===== config.mk =====
export PLATFORM = sky130hd
export DESIGN_NAME = ram_loader
export DESIGN_NICKNAME = d
export VERILOG_FILES = /design/src/rtl/z80_pkg.sv /design/src/rtl/loader_timeout.sv /design/src/rtl/ram_loader.sv
export SDC_FILE = /design/constraint.sdc
export NUM_CORES = 1
export LEC_CHECK = 0
export BUFFER_PORTS_ARGS = -buffer_cell sky130_fd_sc_hd__buf_2
export CAP_MARGIN = 10
export CORE_MARGIN = 2
export CORE_UTILIZATION = 60
export DETAILED_ROUTE_END_ITERATION = 10
export PLACE_DENSITY = 0.85
export SYNTH_ARGS = -nofsm -noshare
export SYNTH_HDL_FRONTEND = slang
export SYNTH_SLANG_ARGS = --single-unit

===== constraint.sdc =====
create_clock -name clk -period 2.7 [get_ports clk]
set_input_delay 0.135 -clock clk [delete_from_list [all_inputs] [get_ports clk]]
set_output_delay 0.135 -clock clk [all_outputs]
set_load 0.03 [all_outputs]

===== src/rtl/z80_pkg.sv =====
// -----------------------------------------------------------------------------
// z80_pkg
// Shared definitions for the Z80 boot-loader path.
//   state_t     : loader FSM states. The header states follow the on-wire field
//                 order: MAGIC, addr_lo, addr_hi, len_lo, len_hi, data..., chk.
//   MAGIC_BYTE  : default frame start byte.
//   in_frame()  : true while a frame is being received (busy / timeout window).
// -----------------------------------------------------------------------------
package z80_pkg;

  typedef enum logic [3:0] {
    ST_WAIT_MAGIC,
    ST_ADDR_LO,
    ST_ADDR_HI,
    ST_LEN_LO,
    ST_LEN_HI,
    ST_DATA,
    ST_CSUM,
    ST_DONE,
    ST_ERROR
  } state_t;

  localparam logic [7:0] MAGIC_BYTE = 8'hA5;

  function automatic logic in_frame(input state_t s);
    return (s == ST_ADDR_LO) || (s == ST_ADDR_HI) || (s == ST_LEN_LO) ||
           (s == ST_LEN_HI)  || (s == ST_DATA)    || (s == ST_CSUM);
  endfunction

endpackage


===== src/rtl/loader_timeout.sv =====
// -----------------------------------------------------------------------------
// loader_timeout
// Inter-byte watchdog. Reloaded on every clear, counts down while enabled and
// flags expire_o once CYCLES enabled cycles have elapsed since the last clear.
// CYCLES = 0 disables the watchdog (expire_o stays low).
// Ports:
//   clk_i    : clock
//   rst_i    : synchronous active-high reset
//   clr_i    : reload the counter (an accepted byte)
//   en_i     : count this cycle (frame in progress)
//   expire_o : limit reached this cycle
// -----------------------------------------------------------------------------
module loader_timeout #(
  parameter int unsigned CYCLES = 27000000
) (
  input  logic clk_i,
  input  logic rst_i,
  input  logic clr_i,
  input  logic en_i,
  output logic expire_o
);

  localparam int unsigned CW = (CYCLES < 2) ? 1 : $clog2(CYCLES + 1);
  localparam logic [CW-1:0] LOAD = CW'(CYCLES);

  logic [CW-1:0] cnt_q, cnt_d;

  always_comb begin
    cnt_d = cnt_q;
    if (clr_i) begin
      cnt_d = LOAD;
    end else if (en_i && (cnt_q != '0)) begin
      cnt_d = cnt_q - CW'(1);
    end
  end

  always_ff @(posedge clk_i) begin
    if (rst_i) begin
      cnt_q <= LOAD;
    end else begin
      cnt_q <= cnt_d;
    end
  end

  assign expire_o = (CYCLES != 0) && en_i && (cnt_q == '0);

endmodule


===== src/rtl/ram_loader.sv =====
// -----------------------------------------------------------------------------
// ram_loader
// Serial boot loader: parses frames  MAGIC, addr_lo, addr_hi, len_lo, len_hi,
// data[len], chk  from a valid/ready byte stream and writes the data bytes into
// a single-port block RAM. The Z80 is held in reset until a frame whose data
// bytes plus chk sum to 0 (mod 256) has been completely written.
// Ports:
//   clk, reset        : clock, synchronous active-high reset
//   rx_data/rx_valid  : input byte stream
//   rx_ready          : byte accepted when rx_valid & rx_ready
//   ce, wre, ad, din  : RAM write strobe (one cycle), write enable, address, data
//   busy              : frame in progress
//   done              : load succeeded (sticky until reset)
//   error             : last frame failed (checksum or timeout)
//   cpu_reset         : Z80 reset, high until done
// -----------------------------------------------------------------------------
module ram_loader
  import z80_pkg::*;
#(
  parameter int          ADDR_W      = 11,
  parameter logic [7:0]  MAGIC       = MAGIC_BYTE,
  parameter int unsigned TIMEOUT_CYC = 27000000
) (
  input  logic              clk,
  input  logic              reset,
  input  logic [7:0]        rx_data,
  input  logic              rx_valid,
  output logic              rx_ready,
  output logic              ce,
  output logic              wre,
  output logic [ADDR_W-1:0] ad,
  output logic [7:0]        din,
  output logic              busy,
  output logic              done,
  output logic              error,
  output logic              cpu_reset
);

  state_t              state_q, state_d;
  logic [ADDR_W-1:0]   addr_q, addr_d;   // next RAM write address
  logic [15:0]         len_q, len_d;     // data bytes still to come
  logic [7:0]          lo_q, lo_d;       // low byte of addr/len while waiting for high byte
  logic [7:0]          sum_q, sum_d;     // running sum of data bytes
  logic                ce_q, ce_d;
  logic [ADDR_W-1:0]   ad_q, ad_d;
  logic [7:0]          din_q, din_d;

  logic                accept;
  logic                expire;
  logic [7:0]          csum;
  logic [15:0]         field16;

  assign accept  = rx_valid && rx_ready;
  assign csum    = sum_q + rx_data;
  assign field16 = {rx_data, lo_q};

  loader_timeout #(
    .CYCLES (TIMEOUT_CYC)
  ) u_timeout (
    .clk_i    (clk),
    .rst_i    (reset),
    .clr_i    (accept),
    .en_i     (in_frame(state_q)),
    .expire_o (expire)
  );

  // State and write-port registers (reset to the documented idle values).
  always_ff @(posedge clk) begin
    if (reset) begin
      state_q <= ST_WAIT_MAGIC;
      ce_q    <= 1'b0;
      ad_q    <= '0;
      din_q   <= '0;
    end else begin
      state_q <= state_d;
      ce_q    <= ce_d;
      ad_q    <= ad_d;
      din_q   <= din_d;
    end
  end

  // Frame datapath registers; only meaningful once the header has loaded them.
  always_ff @(posedge clk) begin
    addr_q <= addr_d;
    len_q  <= len_d;
    lo_q   <= lo_d;
    sum_q  <= sum_d;
  end

  // Next-state and datapath update.
  always_comb begin
    state_d = state_q;
    addr_d  = addr_q;
    len_d   = len_q;
    lo_d    = lo_q;
    sum_d   = sum_q;
    ce_d    = 1'b0;
    ad_d    = ad_q;
    din_d   = din_q;

    if (accept) begin
      unique case (state_q)
        ST_WAIT_MAGIC, ST_ERROR: begin
          // Non-MAGIC bytes are swallowed; MAGIC (re)starts a frame.
          if (rx_data == MAGIC) begin
            state_d = ST_ADDR_LO;
            sum_d   = '0;
          end
        end
        ST_ADDR_LO: begin
          lo_d    = rx_data;
          state_d = ST_ADDR_HI;
        end
        ST_ADDR_HI: begin
          addr_d  = ADDR_W'(field16);
          state_d = ST_LEN_LO;
        end
        ST_LEN_LO: begin
          lo_d    = rx_data;
          state_d = ST_LEN_HI;
        end
        ST_LEN_HI: begin
          len_d   = field16;
          state_d = (field16 == 16'd0) ? ST_CSUM : ST_DATA;
        end
        ST_DATA: begin
          ce_d   = 1'b1;
          ad_d   = addr_q;
          din_d  = rx_data;
          addr_d = addr_q + ADDR_W'(1);
          len_d  = len_q - 16'd1;
          sum_d  = csum;
          if (len_q == 16'd1) begin
            state_d = ST_CSUM;
          end
        end
        ST_CSUM: begin
          state_d = (csum == 8'd0) ? ST_DONE : ST_ERROR;
        end
        default: begin
          state_d = state_q;
        end
      endcase
    end else if (expire) begin
      // An accepted byte on the expiry cycle wins over the timeout.
      state_d = ST_ERROR;
    end
  end

  // Outputs.
  always_comb begin
    rx_ready  = (state_q != ST_DONE);
    busy      = in_frame(state_q);
    done      = (state_q == ST_DONE);
    error     = (state_q == ST_ERROR);
    cpu_reset = (state_q != ST_DONE);
    ce        = ce_q;
    wre       = ce_q;
    ad        = ad_q;
    din       = din_q;
  end

endmodule


* Yosys cells after proc, flatten, opt, wreduce, memory -nomap -nowiden
Cells that the tools add are included.
Storage, ports and cells: flip-flop bits (word level) 92, input bits 11, output and inout port bits 26, word-level logic and storage cells 68
Operators by class: bitwise gates (word level) 1, reduce and logical (&&, ||, !) cells 27, muxes and demuxes 12, eq/ne operators 15, add/subtract/negate cells 4
Operators by type and width (number):
- $pmux 16 s2 | 1
- $pmux 4 s7 | 1
- $logic_not 25->1 | 1
- $reduce_bool 25->1 | 1
- $sub 25x1->25 const B | 1
- $pmux 11 s2 | 1
- $mux 4 | 5
- $eq 16x1->1 const B | 1
- $eq 4x3->1 const B | 4
- $logic_not 16->1 | 1
- $pmux 8 s2 | 1
- $sub 16x1->16 const B | 1
- $add 11x1->11 const B | 1
- $add 8x8->8 | 1
- $eq 4x2->1 const B | 2
- $eq 8x8->1 const B | 1
- $logic_not 8->1 | 1
- $mux 8 | 1
- $ne 8x1->1 const B | 1
- $reduce_and 2->1 | 4
- $reduce_bool 2->1 | 4
- $reduce_or 2->1 | 4
- $ne 3x3->1 const B | 2
- $logic_or 1x1->1 | 5
- other kinds (11) | 13

* Depth between registers and ports, before layout
Gate-level depths: netlist of the first run.
depth in word-level cells 9, mapped depth 8, mapped depth without buffers 8

* Hierarchy
From an unflattened synthesis of the first run, not the netlist that was laid out.
Second synthesis, totals: cell total of the unflattened synthesis 503, area, all modules 4742.0 um^2
By module, submodules not included:
- ram_loader | area each 3504.6 um^2, cells each 361, times used 1, seq. area each 1771.7 um^2
- loader_timeout | area each 1237.4 um^2, cells each 142, times used 1, seq. area each 500.5 um^2

* Worst setup path after synthesis of the first run
OpenSTA, ideal clock, no wires.
kind reg-to-reg, start point reg state_q[2], end point reg len_q[0] (enable), buffers on the path 1, period minus slack after synthesis 2.231 ns, data required time 2.291 ns, arrival 1.822 ns, stages on the path, launching flop included 4, setup time 0.409 ns, slack 0.469 ns, cell sequence dfxtp_1 > clkbuf_1 > inv_1 > nor3_1
On the way: word-level cells in the longest chain between the ends 3, elaborated cells between the ends (all ways) 6, classes of those cells eq/ne (3); reduce/logical (3)
Ends and longest elaborated chain:
- start: declaration | RTL line ram_loader.sv:39 | state_t state_q, state_d;
- start signal: assignment | RTL line ram_loader.sv:75 | state_q <= state_d;
- $eq 4x3->1 / $ne 4x3->1 (equally long branches) | RTL line ram_loader.sv:102, ram_loader.sv:152
- $reduce_bool 2->1 (no source line) / $logic_and 1x1->1 (equally long branches)
- $reduce_and 2->1 (no source line) (*)
- end signal: assignment | RTL line ram_loader.sv:85 | len_q <= len_d;
- end: declaration | RTL line ram_loader.sv:41 | logic [15:0] len_q, len_d;
Every way passes the cells marked *; elsewhere a longest branch is shown, timed or not. A chain may end at the register's enable or synchronous reset.

* Worst setup path after layout of the first run
start point reg len_q[10], end point reg state_q[2]
On the way: word-level cells in the longest chain between the ends 3
Ends and longest elaborated chain:
- $eq 16x1->1 | RTL line ram_loader.sv:133 | if (len_q == 16'd1) begin
- $ne 3x3->1 (no source line)
- $reduce_and 4->1 (no source line)
Every way passes these cells.

==> metrics.txt, run 1 <==
RePlAce Congestion=0.858; Max Slew Vio Count=0; total gr overflow=0; Cell Area, Synth=0.00464 sq mm; Iter 0 DRT Violations=244; syn nets=512; DIE WIDTH=91.9 um; Worst Hold Depth=1; Fin. Hold Viols=0; WL per Instance=16.7 um; R2R depth=6; FP Rows=32; Crit Path Max Fanout=4; status=finished, final reports clean; DRT antenna net count=0; Final WS setup=279 ps; DP Worst Slack=334 ps; Layout area overhead=10.2%; WS Path Type=register to register; P per Cell Area=479 mW/mm^2; Max stage delay cell, worst path=or4_1; Nets=548; Post-CTS Resized=0; Netlist cell types=52; Die ar.=0.00845 sq mm; Tmin final=2420 ps; worst-case clock skew=15.7 ps; DRC violations left=0; Max Root-Sink Buffers=2; Crit path max-delay family=simple AND/OR/NAND/NOR gates; Post-synth ARST share=0%; Vias/cell=5.99; RSZ-0062 raised after global routing=no; CTS Root Cell=clkbuf_8; Hold WC Path Type=input port to register; # H-tree levels=3; initial core utilization=61.0%; Clock Pin Slew Worst Setup and Hold Paths=110 ps; initial antenna violation count=0; WP data arrival=2680 ps; synthesis warning total=0; syn_area_per_cell=9.48 sq um; Synth Register Bits=92; post-synthesis cell count=489; core area=0.00761 sq mm; Total Routing Usage GR=26.6%; CTS tree=built; total clock sinks=92; total number of vias=3783; Max Fclk=0.413 GHz; final setup violation count=0; Tightest Pin Transition=697 ps; fill cell count=608; post-synth top area share=27.8%; commonest cells in the netlist=nand2_1, a21oi_1, dfxtp_1; Final period util=89.7%; most common cell in the netlist=nand2_1; DIE HEIGHT=91.9 um; startpoint types=register; n_diodes=0; port bufs=36; largest net degree at the start of global routing=30; Max IR drop VDD=299 uV; critical path cell sequence=or4_1, nor3_1, a41oi_1, nor4_1, nand4_1, o311ai_0; clock buffer count from CTS=9; Post-synth top flop=dfxtp_1; Pre-antenna DRT Iters=5; first-pass GRT wire length=17900 um; final WL=10600 um; Static Leak=1.83 nW; CP max stage delay=580 ps; postcts setup bufs=0; EDFF count, synth=43; Req. time, crit path=2960 ps; Seq/Total Area, Yosys=49.0%; Setup TNS=0 ps; Critical Path Sink Type=register; max_slew headroom=52.9%; vias in the first global route=3781; IO Count=37; Synth area leaders=edfxtp_1, dfxtp_1, nand2_1, a21oi_1, xnor2_1; share of cells above drive strength 1=14.7%; dominant cell type by area after synthesis=edfxtp_1; HPWL Detailed=7450 um; CTS hold repair buffers=0; Clk Latency, worst-skew pair=370 ps; Worst path depth=6; WP buf/inv=0; Hold WS=61.9 ps; max cap viols=0
## worst paths after layout
| check | startpoint | to | slack [ps] |
|---|---|---|---|
| worst max-delay path | len_q[10] | state_q[2] | 280 |
| worst min register to register | ad[0] | ad[0] | 460 |
| worst max register to register | len_q[10] | state_q[2] | 280 |
| worst min-delay path | rx_data[3] | lo_q[3] | 60 |
## kinds of logic after synthesis
group | share of synthesized area (%)
xor gates and xnor gates | 8.31
muxes | 0.432
adders and majority gates | 3.40
and+or+nand+nor | 23.7
buffers and inverters | 3.02
DFF | 49.0
AOI/OAI and AO/OA | 12.1
## registers in the layout, summed over array words and instances, names as in the netlist, 4 cells and up
register,count
ad,11
addr_q,11
din,8
len_q,16
lo_q,8
state_q,4
sum_q,8
u_timeout.cnt_q,25
## area by class of cell
| cell class | count | area [sq um] | share of cell area (%) |
|---|---|---|---|
| Sequential cell | 92 | 2270 | 44.5 |
| Multi-Input combinational cell | 365 | 2230 | 43.6 |
| Timing Repair Buffer | 44 | 240 | 4.70 |
| Tap cell | 102 | 128 | 2.50 |
| Clock buffer | 9 | 124 | 2.42 |
| Clock inverter | 7 | 67.6 | 1.32 |
| Inverter | 13 | 48.8 | 0.955 |
## layer usage
metal / global-route usage [%] / routed length, um
met5: 0 / 0
met4: 13.7 / 401
met3: 4.11 / 520
met2: 47.4 / 5420
met1: 31.0 / 4230
## power breakdown
| group | total (mW) | leakage, nW | internal, mW | switching [mW] |
|---|---|---|---|---|
| Combinational | 0.0927 | 0.948 | 0.0284 | 0.0643 |
| Sequential | 1.45 | 0.787 | 1.45 | 0.000991 |
| Clock | 0.905 | 0.0936 | 0.356 | 0.550 |
## layout by cell type (no fill, tap or decap), types with 2 or more instances in the layout
cell,n
o21bai_1,2
a211oi_1,4
nor4_4,2
inv_6,3
and4_1,3
nor3_1,15
buf_2,36
clkbuf_8,9
a21oi_1,54
nor4_1,10
o311ai_0,3
nor3b_1,2
o21ai_0,20
nor2b_1,5
or4_1,3
ha_1,11
nand4_1,4
nand3b_1,3
nand2b_1,2
and3_1,10
xnor2_1,28
or3_2,3
a41oi_1,2
mux2i_1,2
nor2_1,41
inv_1,13
clkinv_4,2
nor4b_1,3
or3_1,8
edfxtp_1,43
xor2_1,16
buf_4,8
dfxtp_1,49
nand2_1,79
nand3_1,7
and2_1,5
## through the flow
stage	power [mW]	util [%]	cells	area, sq um
2_1_floorplan	1.53	-	489	4640
3_3_place_gp	1.57	64.7	616	4920
3_5_place_dp	1.57	64.7	616	4920
4_1_cts	2.45	67.2	632	5110
5_1_grt	2.51	67.2	632	5110
6_report	2.45	67.2	632	5110
Note: power is estimated with default switching activity, not from simulation.
==> run 2: changes to the inputs <==
- CAP_MARGIN: 10 -> not set
- CORE_ASPECT_RATIO: not set -> 1.25
==> run 2 against run 1 <==
Via count is 0.85% lower. Cell count is 1.4% lower. Clock-buffer cell count stayed put. Core utilization is 1.4 points higher. Sequential cell count stayed put. Clock skew hardly changed. Wire length is 1.8% lower. Global-route usage is 0.41 points higher. Fmax is 2.5% lower. Largest cell class unchanged. Highest routed layer unchanged.
==> metrics.txt, run 2 (same netlist as run 1, synthesis figures left out) <==
Total Routing Usage GR=27.0%; Pre-antenna DRT Iters=5; Critical Path Sink Type=register; RePlAce Congestion=0.889; DIE HEIGHT=102 um; most frequent cells in the layout=nand2_1, a21oi_1, dfxtp_1; # H-tree levels=3; total clock sinks=92; Max Fclk=0.403 GHz; R2R Setup Slk=220 ps; total number of vias=3751; initial core utilization=62.3%; R2R depth=6; first-pass GRT wire length=17200 um; Static Leak=1.83 nW; WS Path Type=register to register; startpoint types=register; Crit Reg-Reg Endpoint=state_q[2]; clock buffer count from CTS=9; P per Cell Area=474 mW/mm^2; Nets=549; Worst Setup SP=len_q[2]; Tightest Pin Transition=877 ps; Hold WC Path Type=input port to register; Tmin final=2480 ps; DIE WIDTH=82.6 um; Worst Setup EP=state_q[2]; largest net degree at the start of global routing=30; Die ar.=0.00845 sq mm; Util after Layout=68.5%; n_diodes=0; Tot Pwr=2.42 mW; most common cell after layout, fill and taps aside=nand2_1; Top Registers=u_timeout.cnt_q (25), len_q (16); max_slew headroom=40.7%; CTS tree=built; Crit Path Max Fanout=4; Max Slew Vio Count=0; CP max stage delay=470 ps; fill cell count=578; Final period util=91.9%; critical path cell sequence=or3_1, nor3_1, a41oi_2, nor4_1, nand4_1, o311ai_0; Worst R2R Start=len_q[2]; WL per Instance=16.7 um; final setup violation count=0; Most flops, register=u_timeout.cnt_q; final WL=10400 um; Iter 0 DRT Violations=271; total gr overflow=0; Max stage delay cell, worst path=nor3_1; max cap viols=0; Clk Latency, worst-skew pair=370 ps; Max IR drop VDD=440 uV; IO Count=37; max reg flops=25; Layout area overhead=10.0%; core area=0.00744 sq mm; Vias/cell=6.02; Max Root-Sink Buffers=2; postcts setup bufs=0; Hold WS=63.6 ps; Setup TNS=0 ps; RSZ-0062 raised after global routing=no; HPWL Detailed=7530 um; share of cells above drive strength 1=14.9%; initial antenna violation count=0; Multi-input gate area=0.00224 sq mm; CTS Root Cell=clkbuf_8; DRT antenna net count=0; worst-case clock skew=15.7 ps; DRC violations left=0; register area=0.00227 sq mm; Req. time, crit path=2940 ps; FP Rows=35; WP data arrival=2720 ps; port bufs=36; Clock Pin Slew Worst Setup and Hold Paths=100 ps; vias in the first global route=3760; status=finished, final reports clean; Fin. Hold Viols=0
## run 2: cell types whose count changed in the layout (fill, tap and decap cells not counted)
cell,previous run,this run
clkinv_1,0,1
clkinv_4,2,1
clkinv_8,1,0
inv_8,0,1
a41oi_2,0,1
buf_4,8,9
a41oi_1,2,1
## run 2: worst min-delay path by stage
stage / depth (start not counted) / from / endpoint / slack, ps
6_report: 1 / rx_data[4] / lo_q[4] / 60
5_1_grt: 1 / rx_data[4] / lo_q[4] / 40
2_1_floorplan: 0 / rx_data[0] / lo_q[0] / 230
3_5_place_dp: 1 / rx_data[4] / lo_q[4] / 440
3_3_place_gp: 1 / rx_data[3] / lo_q[3] / 430
4_1_cts: 1 / rx_data[4] / lo_q[4] / 50
## run 2: layer usage
metal	routed length (um)	part of all wire, %	up-vias	track usage [%]
met3	474	4.6	32	6.01
met5	0	0	-	0
met4	364	3.5	0	12.2
met1	4030	39	1795	28.7
li1	-	-	1813	-
met2	5520	53	111	50.0
## run 2: report_power, final
part | switching (mW) | internal (mW)
registers | 0.00100 | 1.45
logic | 0.0625 | 0.0284
clock network | 0.526 | 0.349
total | 0.589 | 1.83
## run 2: what timing repair did
item / in CTS / in global routing
gates resized for setup: 0 / 1
endpoints found under the setup margin: 0 / 1
hold buffers: 0 / 0
## run 2: final cells by class
cell class / count / area share [%]
clock buffer: 9 / 2.43
clock inverter: 7 / 1.13
inverter: 13 / 0.956
multi-input combinational: 365 / 43.8
sequential: 92 / 44.5
tap: 92 / 2.26
timing repair buffer: 45 / 4.86
## run 2: critical path: cells and delay by family, from the launching register on
family | cells | cell delay, ps
compound gates | 2 | 510
simple gates | 4 | 1400
flops | 1 | 440
## run 2: stage by stage
| stage | worst slack [ps] | std cells | area [sq um] |
|---|---|---|---|
| 2_1_floorplan | 469 | 489 | 4640 |
| 6_report | 218 | 623 | 5100 |
| 5_1_grt | 57.1 | 623 | 5100 |
| 4_1_cts | 197 | 623 | 5090 |
| 3_5_place_dp | 343 | 607 | 4910 |
| 3_3_place_gp | 419 | 607 | 4910 |
==> run 3: changes to the inputs <==
- CORE_UTILIZATION: 60 -> 40
- PLACE_DENSITY: 0.85 -> 0.62
==> run 3 against run 2 <==
Sequential cell count did not move. Cell area up 3.5%. Largest cell class unchanged. Critical path type unchanged. First-iteration DRC count shrank 21%. Global-route usage decreased by 9.8 points. Total power grew 15%. Setup slack better by 53 ps. Critical path depth stayed put. Via count is 4.1% lower.
==> metrics.txt, run 3 (same netlist as run 1, synthesis figures left out) <==
Clk Latency, worst-skew pair=350 ps; CTS tree=built; Worst R2R Start=u_timeout.cnt_q[18]; max_slew headroom=54.0%; Iter 0 DRT Violations=215; # H-tree levels=3; Layout area overhead=13.8%; total number of vias=3599; total gr overflow=0; Clock Pin Slew Worst Setup and Hold Paths=70 ps; RePlAce Congestion=0.807; total clock sinks=92; startpoint types=register; Max IR drop VDD=249 uV; Max Slew Vio Count=0; Tmin final=2430 ps; final WL=10400 um; P per Cell Area=528 mW/mm^2; CP max stage delay=550 ps; Final period util=90.0%; largest net degree at the start of global routing=30; FP Rows=43; Setup TNS=0 ps; DRT antenna net count=0; Vias/cell=5.39; R2R Setup Slk=270 ps; status=finished, final reports clean; vias in the first global route=3532; max reg flops=25; first-pass GRT wire length=17300 um; Worst Setup EP=state_q[0]; Most flops, register=u_timeout.cnt_q; n_diodes=0; dpl cell area=0.00498 sq mm; Max Fclk=0.412 GHz; WP data arrival=2640 ps; Hold WC Path Type=input port to register; CTS Root Cell=clkbuf_16; WS Path Type=register to register; DRC violations left=0; DIE HEIGHT=124 um; Max Root-Sink Buffers=2; fill cell count=1055; Total Routing Usage GR=17.2%; initial core utilization=41.4%; Nets=551; Worst Setup SP=u_timeout.cnt_q[18]; Top Registers=u_timeout.cnt_q (25), len_q (16); M2 GR Usage=30.6%; final setup violation count=0; Pre-antenna DRT Iters=4; Max stage delay cell, worst path=nor4_1; M3 GR Usage=2.08%; R2R depth=6; HPWL Detailed=7470 um; RSZ-0062 raised after global routing=no; critical path cell sequence=nor4_1, nand2_1, or4_4, a221oi_4, mux2i_1, o21ai_2; busiest grt layer=met2; CTS hold repair buffers=0; WL per Instance=15.5 um; Static Leak=1.90 nW; port bufs=36; Req. time, crit path=2910 ps; worst-case clock skew=9.78 ps; DIE WIDTH=100 um; Post-CTS Resized=0; Die ar.=0.0125 sq mm; share of cells above drive strength 1=15.2%; most frequent cells in the layout=nand2_1, a21oi_1, dfxtp_1; Crit Path Max Fanout=5; Tightest Pin Transition=685 ps; IO Count=37; design area=0.00528 sq mm; global-route track usage on met1=20.8%; Critical Path Sink Type=register; initial antenna violation count=0; core area=0.0112 sq mm; Crit Reg-Reg Endpoint=state_q[0]; max cap viols=0; most common cell after layout, fill and taps aside=nand2_1; Fin. Hold Viols=0; clock buffer count from CTS=9; postcts setup bufs=0
run 3: layout make-up:
class                   count  area, sq um  area share, %
clock inverters             7         71.3           1.35
multi-input cells         365         2230           42.2
repair buffers             47          263           4.98
well taps                 135          169           3.20
inverters                  13         48.8          0.924
flip-flops and latches     92         2270           43.0
clock buffers               9          225           4.27
run 3: where the power goes:
| group | total, mW | switching, mW | internal [mW] |
|---|---|---|---|
| Sequential | 1.45 | 0.000837 | 1.45 |
| Clock | 1.24 | 0.594 | 0.651 |
| Combinational | 0.0892 | 0.0609 | 0.0284 |
| Total | 2.78 | 0.656 | 2.13 |
run 3: worst min-delay path by stage:
stage | from | end | depth (start not counted)
5_1_grt | rx_data[4] | lo_q[4] | 1
3_5_place_dp | din[7] | din[7] | 2
2_1_floorplan | rx_data[0] | lo_q[0] | 0
3_3_place_gp | ad[6] | ad[6] | 2
4_1_cts | rx_data[6] | lo_q[6] | 1
6_report | rx_data[3] | lo_q[3] | 1
run 3: critical path: cells and delay by family, from the launching register on:
kind	cells	cell delay (ps)
and+or+nand+nor	3	1220
AOI/OAI and AO/OA	2	450
DFF	1	350
muxes	1	280
run 3: stage by stage:
| step | utilization [%] | power, mW | instances | hold WS [ps] | setup slack (ps) |
|---|---|---|---|---|---|
| floorplan | - | 1.53 | 489 | 234 | 469 |
| global placement | 44.5 | 1.57 | 652 | 440 | 412 |
| detailed placement | 44.5 | 1.57 | 652 | 446 | 321 |
| CTS | 47.2 | 2.82 | 668 | 87.6 | 294 |
| global route | 47.2 | 2.87 | 668 | 88.5 | 111 |
| finish | 47.2 | 2.78 | 668 | 88.4 | 271 |
run 3: metal layers:
layer | share of wire [%] | wire (um)
met1 | 43 | 4480
met2 | 53 | 5490
met3 | 2.6 | 275
met4 | 1.2 | 129
met5 | 0 | 0
